==> src/rtl/cache_ctrl_pkg.sv <==
// ----------------------------------------------------------------------------
// cache_ctrl_pkg
// Shared types and constants for the write-back cache controller:
//   - state_e     : controller FSM state encoding (3 bits)
//   - DEF_*       : default parameter values for wb_cache_ctrl
//   - safe_clog2  : index width helper that never returns 0
// ----------------------------------------------------------------------------
package cache_ctrl_pkg;

    localparam int DEF_NUM_LINES = 64;
    localparam int DEF_BEATS     = 4;
    localparam int DEF_CNT_W     = 16;

    typedef enum logic [2:0] {
        S_IDLE   = 3'd0,
        S_WB     = 3'd1,
        S_RD_REQ = 3'd2,
        S_REFILL = 3'd3,
        S_F_CHK  = 3'd4,
        S_F_WB   = 3'd5,
        S_F_NEXT = 3'd6
    } state_e;

    // Width of a counter/index covering 0..n-1; a 1-bit minimum keeps vector
    // declarations legal for the degenerate n<=2 cases.
    function automatic int safe_clog2(input int n);
        return (n <= 2) ? 1 : $clog2(n);
    endfunction

endpackage

==> src/rtl/sat_counter.sv <==
// ----------------------------------------------------------------------------
// sat_counter
// Saturating up-counter used for the hit/miss statistics. Sticks at all-ones
// instead of wrapping.
// Ports:
//   clk    in   clock
//   rst    in   asynchronous active-high reset, clears the count
//   inc    in   increment request for this cycle
//   value  out  current count (CNT_W bits)
// ----------------------------------------------------------------------------
module sat_counter #(
    parameter int CNT_W = 16
) (
    input  logic             clk,
    input  logic             rst,
    input  logic             inc,
    output logic [CNT_W-1:0] value
);

    logic [CNT_W-1:0] value_q;
    logic [CNT_W-1:0] value_d;

    // NOTE: every always_comb output gets a default first so that no path
    // leaves it unassigned, which would infer a latch.
    always_comb begin
        value_d = value_q;
        if (inc && (value_q != '1)) begin
            value_d = value_q + 1'b1;
        end
    end

    // NOTE: flops use non-blocking assignments so all registers update
    // together at the edge, independent of statement order.
    always_ff @(posedge clk or posedge rst) begin
        if (rst) begin
            value_q <= '0;
        end else begin
            value_q <= value_d;
        end
    end

    assign value = value_q;

endmodule

==> src/rtl/wb_cache_ctrl.sv <==
// ----------------------------------------------------------------------------
// wb_cache_ctrl
// Write-back cache controller FSM. Serves zero-latency hits, handles misses by
// writing back a dirty victim (BEATS beats) and refilling the line (BEATS
// beats) over a ready/valid memory port, and runs a flush walker that visits
// every line, writing back valid+dirty lines and invalidating valid ones.
// Keeps saturating hit/miss statistics.
// Ports:
//   clk, rst          clock, asynchronous active-high reset
//   cpu_req, cpu_we   CPU access request (held while stalled), store flag
//   hit               tag match for the CPU address
//   dirty, line_valid state bits of the addressed line (CPU line, or the
//                     flush_idx line while flush_mode=1)
//   flush_req         flush command; a one-cycle pulse is enough
//   mem_ready         memory accepts the read request / current write beat
//   mem_rsp_valid     memory returns a refill beat
//   stall             CPU must hold its request
//   cache_en          data array serves the CPU access this cycle
//   set_dirty         mark the CPU line dirty (store hit)
//   mem_rd_req        refill address request
//   mem_wr_req        write-back beat valid
//   beat_idx          beat within the line being moved
//   line_wr_en        write refill beat into the data array
//   tag_update        install new tag, valid=1, dirty=0
//   clr_dirty, inv_en clear dirty / invalidate the flush_idx line
//   flush_mode        arrays are addressed by flush_idx
//   flush_idx         line under flush
//   flush_done        one-cycle pulse when the walk completes
//   hit_cnt, miss_cnt saturating statistics
// ----------------------------------------------------------------------------
module wb_cache_ctrl
    import cache_ctrl_pkg::*;
#(
    parameter  int NUM_LINES = DEF_NUM_LINES,
    parameter  int BEATS     = DEF_BEATS,
    parameter  int CNT_W     = DEF_CNT_W,
    localparam int IDX_W     = safe_clog2(NUM_LINES),
    localparam int BEAT_W    = safe_clog2(BEATS)
) (
    input  logic              clk,
    input  logic              rst,
    input  logic              cpu_req,
    input  logic              cpu_we,
    input  logic              hit,
    input  logic              dirty,
    input  logic              line_valid,
    input  logic              flush_req,
    input  logic              mem_ready,
    input  logic              mem_rsp_valid,
    output logic              stall,
    output logic              cache_en,
    output logic              set_dirty,
    output logic              mem_rd_req,
    output logic              mem_wr_req,
    output logic [BEAT_W-1:0] beat_idx,
    output logic              line_wr_en,
    output logic              tag_update,
    output logic              clr_dirty,
    output logic              inv_en,
    output logic              flush_mode,
    output logic [IDX_W-1:0]  flush_idx,
    output logic              flush_done,
    output logic [CNT_W-1:0]  hit_cnt,
    output logic [CNT_W-1:0]  miss_cnt
);

    localparam logic [BEAT_W-1:0] LAST_BEAT = BEAT_W'(BEATS - 1);
    localparam logic [IDX_W-1:0]  LAST_IDX  = IDX_W'(NUM_LINES - 1);

    state_e            state_q,         state_d;
    logic [BEAT_W-1:0] beat_cnt_q,      beat_cnt_d;
    logic [IDX_W-1:0]  flush_idx_q,     flush_idx_d;
    logic              flush_pending_q, flush_pending_d;
    logic              hit_inc;
    logic              miss_inc;

    // ------------------------------------------------------------------
    // State register
    // ------------------------------------------------------------------
    // NOTE: the reset clears only control state; the tag/data arrays live
    // outside this block and are never reset here.
    always_ff @(posedge clk or posedge rst) begin
        if (rst) begin
            state_q         <= S_IDLE;
            beat_cnt_q      <= '0;
            flush_idx_q     <= '0;
            flush_pending_q <= 1'b0;
        end else begin
            state_q         <= state_d;
            beat_cnt_q      <= beat_cnt_d;
            flush_idx_q     <= flush_idx_d;
            flush_pending_q <= flush_pending_d;
        end
    end

    // ------------------------------------------------------------------
    // Next-state and output logic
    // ------------------------------------------------------------------
    always_comb begin
        state_d     = state_q;
        beat_cnt_d  = beat_cnt_q;
        flush_idx_d = flush_idx_q;
        // Any flush command is remembered; only the IDLE flush entry clears it.
        flush_pending_d = flush_pending_q | flush_req;

        cache_en   = 1'b0;
        set_dirty  = 1'b0;
        mem_rd_req = 1'b0;
        mem_wr_req = 1'b0;
        beat_idx   = '0;
        line_wr_en = 1'b0;
        tag_update = 1'b0;
        clr_dirty  = 1'b0;
        inv_en     = 1'b0;
        flush_mode = 1'b0;
        flush_done = 1'b0;
        hit_inc    = 1'b0;
        miss_inc   = 1'b0;

        unique case (state_q)
            S_IDLE: begin
                // A CPU request always wins over a flush in the same cycle.
                if (cpu_req) begin
                    if (hit) begin
                        cache_en  = 1'b1;
                        set_dirty = cpu_we;
                        hit_inc   = 1'b1;
                    end else begin
                        miss_inc = 1'b1;
                        state_d  = (line_valid && dirty) ? S_WB : S_RD_REQ;
                    end
                end else if (flush_req || flush_pending_q) begin
                    state_d         = S_F_CHK;
                    flush_idx_d     = '0;
                    flush_pending_d = 1'b0;
                end
            end

            S_WB, S_F_WB: begin
                mem_wr_req = 1'b1;
                beat_idx   = beat_cnt_q;
                flush_mode = (state_q == S_F_WB);
                if (mem_ready) begin
                    // Power-of-two BEATS: the increment wraps to 0 after the
                    // last beat on its own.
                    beat_cnt_d = beat_cnt_q + 1'b1;
                    if (beat_cnt_q == LAST_BEAT) begin
                        if (state_q == S_F_WB) begin
                            clr_dirty = 1'b1;
                            inv_en    = 1'b1;
                            state_d   = S_F_NEXT;
                        end else begin
                            state_d = S_RD_REQ;
                        end
                    end
                end
            end

            S_RD_REQ: begin
                mem_rd_req = 1'b1;
                if (mem_ready) begin
                    state_d = S_REFILL;
                end
            end

            S_REFILL: begin
                beat_idx = beat_cnt_q;
                if (mem_rsp_valid) begin
                    line_wr_en = 1'b1;
                    beat_cnt_d = beat_cnt_q + 1'b1;
                    if (beat_cnt_q == LAST_BEAT) begin
                        tag_update = 1'b1;
                        state_d    = S_IDLE;
                    end
                end
            end

            S_F_CHK: begin
                flush_mode = 1'b1;
                if (line_valid && dirty) begin
                    state_d = S_F_WB;
                end else begin
                    inv_en  = line_valid;
                    state_d = S_F_NEXT;
                end
            end

            S_F_NEXT: begin
                flush_mode = 1'b1;
                if (flush_idx_q == LAST_IDX) begin
                    flush_done  = 1'b1;
                    flush_idx_d = '0;
                    state_d     = S_IDLE;
                end else begin
                    flush_idx_d = flush_idx_q + 1'b1;
                    state_d     = S_F_CHK;
                end
            end

            default: begin
                state_d = S_IDLE;
            end
        endcase
    end

    assign stall     = cpu_req && ((state_q != S_IDLE) || !hit);
    assign flush_idx = flush_idx_q;

    // ------------------------------------------------------------------
    // Statistics
    // ------------------------------------------------------------------
    sat_counter #(.CNT_W(CNT_W)) u_hit_cnt (
        .clk   (clk),
        .rst   (rst),
        .inc   (hit_inc),
        .value (hit_cnt)
    );

    sat_counter #(.CNT_W(CNT_W)) u_miss_cnt (
        .clk   (clk),
        .rst   (rst),
        .inc   (miss_inc),
        .value (miss_cnt)
    );

endmodule

==> config.mk <==
export PLATFORM = sky130hd
export DESIGN_NAME = wb_cache_ctrl
export DESIGN_NICKNAME = d
export VERILOG_FILES = /design/src/rtl/cache_ctrl_pkg.sv /design/src/rtl/sat_counter.sv /design/src/rtl/wb_cache_ctrl.sv
export SDC_FILE = /design/constraint.sdc
export NUM_CORES = 1
export LEC_CHECK = 0
export ABC_AREA = 1
export CAP_MARGIN = 30
export CORE_MARGIN = 1.5
export CORE_UTILIZATION = 51
export DETAILED_ROUTE_END_ITERATION = 16
export PLACE_DENSITY = 0.87
export SLEW_MARGIN = 40
export SYNTH_ARGS = -nofsm -noshare
export SYNTH_HDL_FRONTEND = slang
export SYNTH_SLANG_ARGS = --single-unit
export TNS_END_PERCENT = 20
==> constraint.sdc <==
create_clock -name clk -period 2.2 [get_ports clk]
set_clock_uncertainty 0.1 [all_clocks]
set_input_delay 0.44 -clock clk [delete_from_list [all_inputs] [get_ports clk]]
set_output_delay 0.44 -clock clk [all_outputs]
set_load 0.01 [all_outputs]
Yosys cells after proc, flatten, opt, wreduce, memory -nomap -nowiden
Cells that the tools add are included.

storage, ports and cells
  bits in latches = 0
  memories kept = 0
  flip-flop bits (word level) = 44
  word-level logic and storage cells = 96
  memory bits (writable) = 0
  output and inout port bits = 51
  input port bits = 10
  ROM bits = 0

operators by class
  mux-type cells = 49
  reductions and logical operators = 17
  add/sub/neg operators = 4
  magnitude comparators = 0
  multiply operators = 0
  div/mod/pow operators = 0
  shift-type cells = 0
  bitwise gates (word level) = 1
  equality and inequality tests = 19

operator list
  operator                 count
  $add A16 B1 Y16 const B  2
  $ne A16 B16 Y1 const B   2
  $mux W3                  10
  $mux W1                  26
  $mux W6                  3
  $pmux W3 S6              1
  $ne A2 B2 Y1 const B     7
  $pmux W6 S2              1
  $mux W2                  5
  $eq A3 B3 Y1 const B     3
  $reduce_and A7 Y1        1
  $add A6 B1 Y6 const B    1
  $eq A3 B2 Y1 const B     2
  $eq A6 B6 Y1 const B     1
  $ne A3 B3 Y1 const B     2
  $reduce_and A3 Y1        2
  $logic_and A1 B1 Y1      4
  $pmux W1 S2              2
  $pmux W2 S2              1
  $reduce_bool A2 Y1       2
  $reduce_or A2 Y1         2
  $eq A3 B1 Y1 const B     1
  $logic_not A3 Y1         1
  $reduce_bool A3 Y1       1
  other kinds (6)          7

Depth between registers and ports, before layout
Gate-level depths: netlist of the first run.

  depth after elaboration = 5
  depth in mapped cells = 9
  mapped depth without buffers = 9

Modules after synthesis
Synthesis of the first run repeated with hierarchy kept, for this count alone.

second synthesis, totals
  cells, all modules = 436
  area, all modules = 3011.6 µm²

modules (own cells, without submodules)
  module         cells each  instances  area each (µm²)  sequential area each (µm²)
  sat_counter    150         2          1069.8           400.4
  wb_cache_ctrl  136         1          872.1            300.3

Least setup slack after synthesis of the first run
No wires, ideal clock.

  kind = reg-to-output
  from = register state_q[0]
  to = output inv_en
  buffers on the path = 0
  slack = 378 ps
  cell stages (with the launch flop) = 6
  data required time = 1660 ps
  arrival = 1282 ps
  cells stage by stage = dfrtp_1 inv_1 nor2_1 nand3_1 nor2_1 a31o_2

on the way
  word-level cells in the longest chain between the ends = 5

RTL lines
  element                 line                                        text
  start, declared         wb_cache_ctrl.sv:70                         state_e state_q, state_d;
  start signal, assigned  wb_cache_ctrl.sv:89                         state_q <= state_d;
  $eq A3 B3 Y1            wb_cache_ctrl.sv:120, wb_cache_ctrl.sv:148
  $mux W1                 wb_cache_ctrl.sv:148                        if (state_q == S_F_WB) begin
  $mux W1                 wb_cache_ctrl.sv:147                        if (beat_cnt_q == LAST_BEAT) begin
  $mux W1                 wb_cache_ctrl.sv:143                        if (mem_ready) begin
  $pmux W1 S2 *           wb_cache_ctrl.sv:120                        unique case (state_q)
  end, declared           wb_cache_ctrl.sv:59                         output logic inv_en,

Every way passes the cells marked *; elsewhere a longest branch is shown, timed or not.

Final worst setup path of the first run
  from = register state_q[1]
  to = output beat_idx[1]

on the way
  word-level cells in the longest chain between the ends = 3

RTL lines
  element                                     line                  text
  $eq A3 B3 Y1, or another cell as far along  wb_cache_ctrl.sv:120
  $reduce_or A3 Y1 (no line) *                --
  $mux W2 *                                   wb_cache_ctrl.sv:120
  end, declared                               wb_cache_ctrl.sv:55   output logic [BEAT_W-1:0] beat_idx,

Marked as above.

==> results of run 1 <==
## routing by layer
metal / up-vias / routed length [µm] / track usage
met4: 0 / 172 / 0.0855
met2: 70 / 3410 / 0.432
li1: 1500 / - / -
met5: - / 0 / 0
met3: 16 / 309 / 0.0506
met1: 1408 / 2960 / 0.278
## kinds of logic (layout without fill, tap and decap cells)
logic type | Yosys count | after routing | share of synthesized area
and+or+nand+nor | 284 | 284 | 0.412
buffers and inverters | 58 | 139 | 0.0861
DFF | 44 | 44 | 0.388
AOI/OAI and AO/OA | 30 | 30 | 0.0591
xor gates and xnor gates | 12 | 12 | 0.0371
adders and majority gates | 4 | 4 | 0.0177
## power by group through the flow
stage	sequential (mW)	clock (mW)	combinational (mW)
after floorplan	1.24	0	0.720
after global placement	1.22	0	1.33
after detailed placement	1.23	0	1.39
after CTS	1.20	0.547	1.43
after global routing	1.24	0.580	1.59
final	1.21	0.538	1.43
## worst max path at each step
stage / to / start / slack (ns) / cells past startpoint
after floorplan: inv_en / state_q[0] / 0.38 / 5
after global placement: set_dirty / hit / -0.09 / 6
after detailed placement: set_dirty / hit / -0.14 / 6
after CTS: beat_idx[1] / state_q[2] / 0.05 / 4
after global routing: flush_done / flush_idx[1] / -0.004 / 6
final: beat_idx[1] / state_q[1] / 0.08 / 4
## repair_timing
action | CTS | global route
setup endpoints to repair | 11 | 4
cloned | 0 | 0
buffers inserted | 3 | 0
hold endpoints to repair | 0 | 0
resized for setup | 13 | 5
## sequential cells by signal, indices dropped and copies added, names as in the netlist
register / count
flush_pending_q: 1
state_q: 3
u_miss_cnt.value: 16
u_hit_cnt.value: 16
beat_cnt_q: 2
flush_idx: 6
## through the flow
step	std cells	area, µm²
finish	583	3730
global route	583	3730
CTS	583	3710
detailed placement	572	3610
global placement	572	3610
floorplan	432	2840
## tightest hold or removal path: stages
cell and delay [ns]:
clkdlybuf4s50_1 0.40, clkinv_1 0.07, buf_12 0.23
## final cells by class
| class | count | area [µm²] |
|---|---|---|
| Clock buffer | 6 | 82.6 |
| Clock inverter | 2 | 10.0 |
| Fill cell | 442 | 1510 |
| Inverter | 53 | 204 |
| Multi-Input combinational cell | 330 | 1500 |
| Sequential cell | 44 | 1100 |
| Tap cell | 70 | 87.6 |
| Timing Repair Buffer | 78 | 738 |
## synthesized netlist by cell type, types with 2 or more instances
cell | instances | share of area
ha_1 | 4 | 0.018
inv_2 | 3 | 0.0040
inv_1 | 49 | 0.065
dfrtp_1 | 44 | 0.39
o21ai_1 | 3 | 0.0053
nand4_1 | 12 | 0.026
xnor2_1 | 6 | 0.019
o21ai_0 | 23 | 0.041
nor2_1 | 54 | 0.071
nor3_1 | 2 | 0.0035
nor2_4 | 3 | 0.012
xor2_1 | 6 | 0.019
buf_4 | 2 | 0.0053
nor2_2 | 2 | 0.0044
buf_6 | 2 | 0.0079
nand3_1 | 24 | 0.042
nand2_1 | 183 | 0.24
nand2_2 | 3 | 0.0066
==> reports/summary.txt, run 1 <==
NetSw: 1.26 mW
crit path max fanout: 7
sw frac: 0.398
Pwr per Cell Area: 852 nW/µm²
vias in the first global route: 2820
hold slack: 0.372 ns
post-synthesis cell area: 2840 µm²
vias per cell: 5.14
global-route wire length before repair: 11800 µm
Netlist cell types: 25
register area share after synthesis: 0.388
Worst-Skew Late Latency: 0.30 ns
Final Hold Viols: 0
routed length per instance: 11.7 µm
antenna violations before repair: 0
commonest non-fill, non-tap cell in the layout: nand2_1
Nets: 526
Routed WL: 6850 µm
dpl ws: -0.141 ns
depth of the most critical reg-to-reg path: 8
fin crit share: 0.962
commonest cells after routing, fill and taps aside: nand2_1 (183), nor2_1 (53), clkdlybuf4s50_1 (49)
worst setup margin: 0.0832 ns
CP startpoint kind: flop
reg2reg end: u_hit_cnt.value[10]
maximum vdd ir drop: 0.545 mV
Starting Density: 0.541
Flop pwr share: 0.381
Post-DRT Antenna Nets: 0
Tot Pwr: 3.17 mW
clk sinks: 44
syn_nets: 446
clk slew on worst S/H paths: 0.08 ns
worst slew pin tran: 0.364 ns
setup_tns: 0 ns
WP buf/inv: 2
H-tree depth: 2
Worst Hold Class: primary input to async pin
Syn Area/Cell: 6.56 µm²
IO buf count: 60
Rel. slew slack: 0.756
Final Core Density: 0.711
Final HPWL DP: 5160 µm
Longest Clk Path Bufs: 2
share of layout cells above drive strength 1: 0.0858
CP top delay family: buffers and inverters
antenna cells: 0
GRT Overall Usage: 0.239
DRT iter0 DRCs: 190
prevailing post-synth register cell: dfrtp_1
internal reg-to-reg setup slack: 0.34 ns
first-pass iteration count of the detailed router: 4
die area: 6020 µm²
CP required: 1.66 ns
Async SR Flop Fraction: 1.00
Die Ht: 77.6 µm
DR vias: 2994
CP cell instances: inv_1 -> o21ai_2 -> nor2_1 -> clkdlybuf4s50_1
Critical Path Max Stage Delay: 0.54 ns
area added between synthesis and finish: 31.4%
total gr overflow: 0
Yosys Warn Count: 0
Logic pwr share: 0.450
die width: 77.6 µm
Cells after Synth: 432
static leakage: 1.84 nW
Clock Power Share: 0.170
DRC: 0
crit path time final: 2.12 ns
count of final max-slew check failures: 0
TritonCTS Buffers: 5
Fmax achieved: 472 MHz
Clock Root Buffer: clkbuf_8
RePlAce Congestion: 0.896
maxcap violations: 0
CTS tree: yes
final setup vio count: 0
Worst Path Arrival: 1.58 ns
pin count of the biggest net entering global routing: 45
critical path class: flop to output pin
status: completed
Yosys reg bits: 44
Post-CTS Hold Buffers: 0
EDFF count, synth: 0
Crit-path slowest cell: clkdlybuf4s50_1
internal power: 1.91 mW
IO Pins: 61
row cnt: 26
Crit. End Element: output pin
Reg2Reg Launch Point: u_hit_cnt.value[0]
Core Box Area: 5240 µm²
Note: power is estimated with default switching activity, not from simulation.
==> inputs of run 2 (changes only) <==
--- a/config.mk
+++ b/config.mk
@@ -6,7 +6,7 @@
 export NUM_CORES = 1
 export LEC_CHECK = 0
 export ABC_AREA = 1
-export CAP_MARGIN = 30
+export CAP_MARGIN = 20
 export CORE_MARGIN = 1.5
 export CORE_UTILIZATION = 51
 export DETAILED_ROUTE_END_ITERATION = 16
==> results of run 2 <==
Same layout as run 1: the final DEF is identical, and so are final timing and power.
==> inputs of run 3 (changes only) <==
==> constraint.sdc (replaced) <==
create_clock -name clk -period 2.2 [get_ports clk]
set_clock_uncertainty 0.1 [all_clocks]
set_input_delay 0.44 -clock clk [delete_from_list [all_inputs] [get_ports clk]]
set_output_delay 0.44 -clock clk [all_outputs]
set_load 0.02 [all_outputs]
==> run 3 against run 2 <==
Net effect: maximum frequency is 1.5% higher; via count is 0.43% lower; clock power is 15% higher; final cell count stayed put; largest cell class unchanged; largest power group unchanged; sequential share of layout area is 0.14 points higher; register-to-register slack worse by 0.15 ns; count of clock-buffer cells in the layout stayed put; critical path type is now primary input to output pin.
==> reports/summary.txt, run 3 (same netlist as run 1, synthesis figures left out) <==
Final HPWL DP: 5220 µm (was 5160 µm)
CP top delay family: buffers and inverters (unchanged)
CP Depth: 6 (was 4)
internal reg-to-reg setup slack: 0.19 ns (was 0.34 ns)
Post-CTS Setup Repair Bufs: 0 (was 3)
CP startpoint kind: primary input (was flop)
commonest non-fill, non-tap cell in the layout: nand2_1 (unchanged)
Final Hold Viols: 0 (unchanged)
TritonCTS Buffers: 5 (unchanged)
clk slew on worst S/H paths: 0.09 ns (was 0.08 ns)
GRT met2 Usage: 0.433 (was 0.432)
non-filler cells, final: 583 (unchanged)
DR vias: 2981 (was 2994)
Crit-path slowest cell: clkdlybuf4s50_1 (unchanged)
worst slew pin tran: 0.526 ns (was 0.364 ns)
crit path max fanout: 3 (was 7)
clk sinks: 44 (unchanged)
Crit. End Element: output pin (unchanged)
Reg2Reg Launch Point: u_hit_cnt.value[0] (unchanged)
area added between synthesis and finish: 30.9% (was 31.4%)
global-route wire length before repair: 12000 µm (was 11800 µm)
cell repeated most along the worst path: inv_1
Worst Path Arrival: 1.55 ns (was 1.58 ns)
total gr overflow: 0 (unchanged)
DRT iter0 DRCs: 197 (was 190)
CTS tree: yes (unchanged)
maxcap violations: 0 (unchanged)
WP buf/inv: 4 (was 2)
RSZ-0062 raised after global routing: no
Routed WL: 6990 µm (was 6850 µm)
Longest Clk Path Bufs: 2 (unchanged)
row cnt: 26 (unchanged)
Pwr per Cell Area: 906 nW/µm² (was 852 nW/µm²)
static leakage: 1.82 nW (was 1.84 nW)
Setup crit end: cache_en (was beat_idx[1])
Clock Root Buffer: clkbuf_8 (unchanged)
GRT Overall Usage: 0.243 (was 0.239)
final setup vio count: 0 (unchanged)
Worst-Skew Late Latency: 0.30 ns (about the same)
Core Box Area: 5240 µm² (unchanged)
critical path class: primary input to output pin (was flop to output pin)
RePlAce Congestion: 0.882 (was 0.896)
Nets: 526 (unchanged)
antenna cells: 0 (unchanged)
DRC: 0 (unchanged)
H-tree depth: 2 (unchanged)
depth of the most critical reg-to-reg path: 8 (unchanged)
Die Ht: 77.6 µm (unchanged)
CP required: 1.66 ns (about the same)
reg2reg end: u_hit_cnt.value[15] (was u_hit_cnt.value[10])
vias in the first global route: 2798 (was 2820)
commonest cells after routing, fill and taps aside: nand2_1 (183), nor2_1 (54), inv_1 (48) (was nand2_1 (183), nor2_1 (53), clkdlybuf4s50_1 (49))
die area: 6020 µm² (unchanged)
IO Pins: 61 (unchanged)
fillers: 441 (was 442)
Rel. slew slack: 0.648 (was 0.756)
GRT Max-Usage Layer: met2 (unchanged)
Global Route met1 Usage: 0.292 (was 0.278)
pin count of the biggest net entering global routing: 45 (unchanged)
area occupied by registers: 1100 µm² (about the same)
vias per cell: 5.11 (was 5.14)
status: completed (unchanged)
die width: 77.6 µm (unchanged)
first-pass iteration count of the detailed router: 4 (unchanged)
count of final max-slew check failures: 0 (unchanged)
Critical Path Max Stage Delay: 0.48 ns (was 0.54 ns)
Fmax achieved: 480 MHz (was 472 MHz)
crit path launch: cpu_req (was state_q[1])
cell count after placement: 575 (was 572)
routed length per instance: 12.0 µm (was 11.7 µm)
IO buf count: 60 (unchanged)
CP cell instances: clkdlybuf4s50_1 -> nand2_1 -> inv_1 -> nand3_1 -> inv_1 -> clkdlybuf4s15_1 (was inv_1 -> o21ai_2 -> nor2_1 -> clkdlybuf4s50_1)
Starting Density: 0.541 (unchanged)
fin crit share: 0.948 (was 0.962)
Post-DRT Antenna Nets: 0 (unchanged)
maximum vdd ir drop: 0.536 mV (was 0.545 mV)
hold slack: 0.378 ns (was 0.372 ns)
crit path time final: 2.09 ns (was 2.12 ns)
M3 GR Usage: 0.0447 (was 0.0506)
share of layout cells above drive strength 1: 0.0858 (unchanged)
Multi-input gate area: 1490 µm² (was 1500 µm²)
Worst Hold Class: primary input to async pin (unchanged)
antenna violations before repair: 0 (unchanged)
==> run 3: worst reg2reg max path, cell delays in order, from the launching register on <==
cell and delay (ns):
dfrtp_1 0.46, ha_1 0.23, inv_2 0.06, nor2_4 0.15
nand2_2 0.11, o21ai_4 0.46, inv_4 0.17, nand2_1 0.12
nand2_1 0.05
==> run 3: layout make-up <==
class / instances / area share
multi-input cells: 330 / 0.401
well taps: 70 / 0.0236
clock buffers: 6 / 0.0195
repair buffers: 78 / 0.194
flip-flops and latches: 44 / 0.297
inverters: 53 / 0.0543
clock inverters: 2 / 0.00944
==> run 3: worst min-delay path by stage <==
stage,startpoint,end,slack (ns),cells after the start
global route,rst,u_hit_cnt.value[6],0.41,3
finish,rst,u_miss_cnt.value[9],0.38,3
detailed placement,beat_cnt_q[1],beat_cnt_q[1],0.41,2
global placement,beat_cnt_q[1],beat_cnt_q[1],0.40,2
CTS,rst,u_miss_cnt.value[9],0.38,3
floorplan,beat_cnt_q[1],beat_cnt_q[1],0.38,2
==> run 3: report_power, final <==
| part | internal [mW] | switching [mW] |
|---|---|---|
| clock | 0.337 | 0.281 |
| combinational | 0.633 | 0.879 |
| sequential | 0.989 | 0.242 |
| total | 1.96 | 1.40 |
==> run 3: stage by stage <==
step	power [mW]	utilization	instance area [µm²]	TNS [ns]	setup WS, ns
floorplan	2.09	-	2840	0	0.0493
global placement	2.71	0.693	3630	-0.505	-0.156
detailed placement	2.78	0.693	3630	-0.710	-0.191
CTS	3.37	0.711	3720	0	0.0131
global route	3.61	0.709	3710	0	0.00837
finish	3.36	0.709	3710	0	0.115
==> run 3: metal layers <==
layer  part of all wire  routed length, µm
met1               0.44               3060
met2               0.50               3530
met3              0.043                303
met4              0.015                103
met5                  0                  0
==> run 3: repair_timing <==
action,CTS,global route
resized for setup,16,7
pin swaps,0,0
cloned,0,0
endpoints found under the setup margin,13,5
hold buffers,0,0
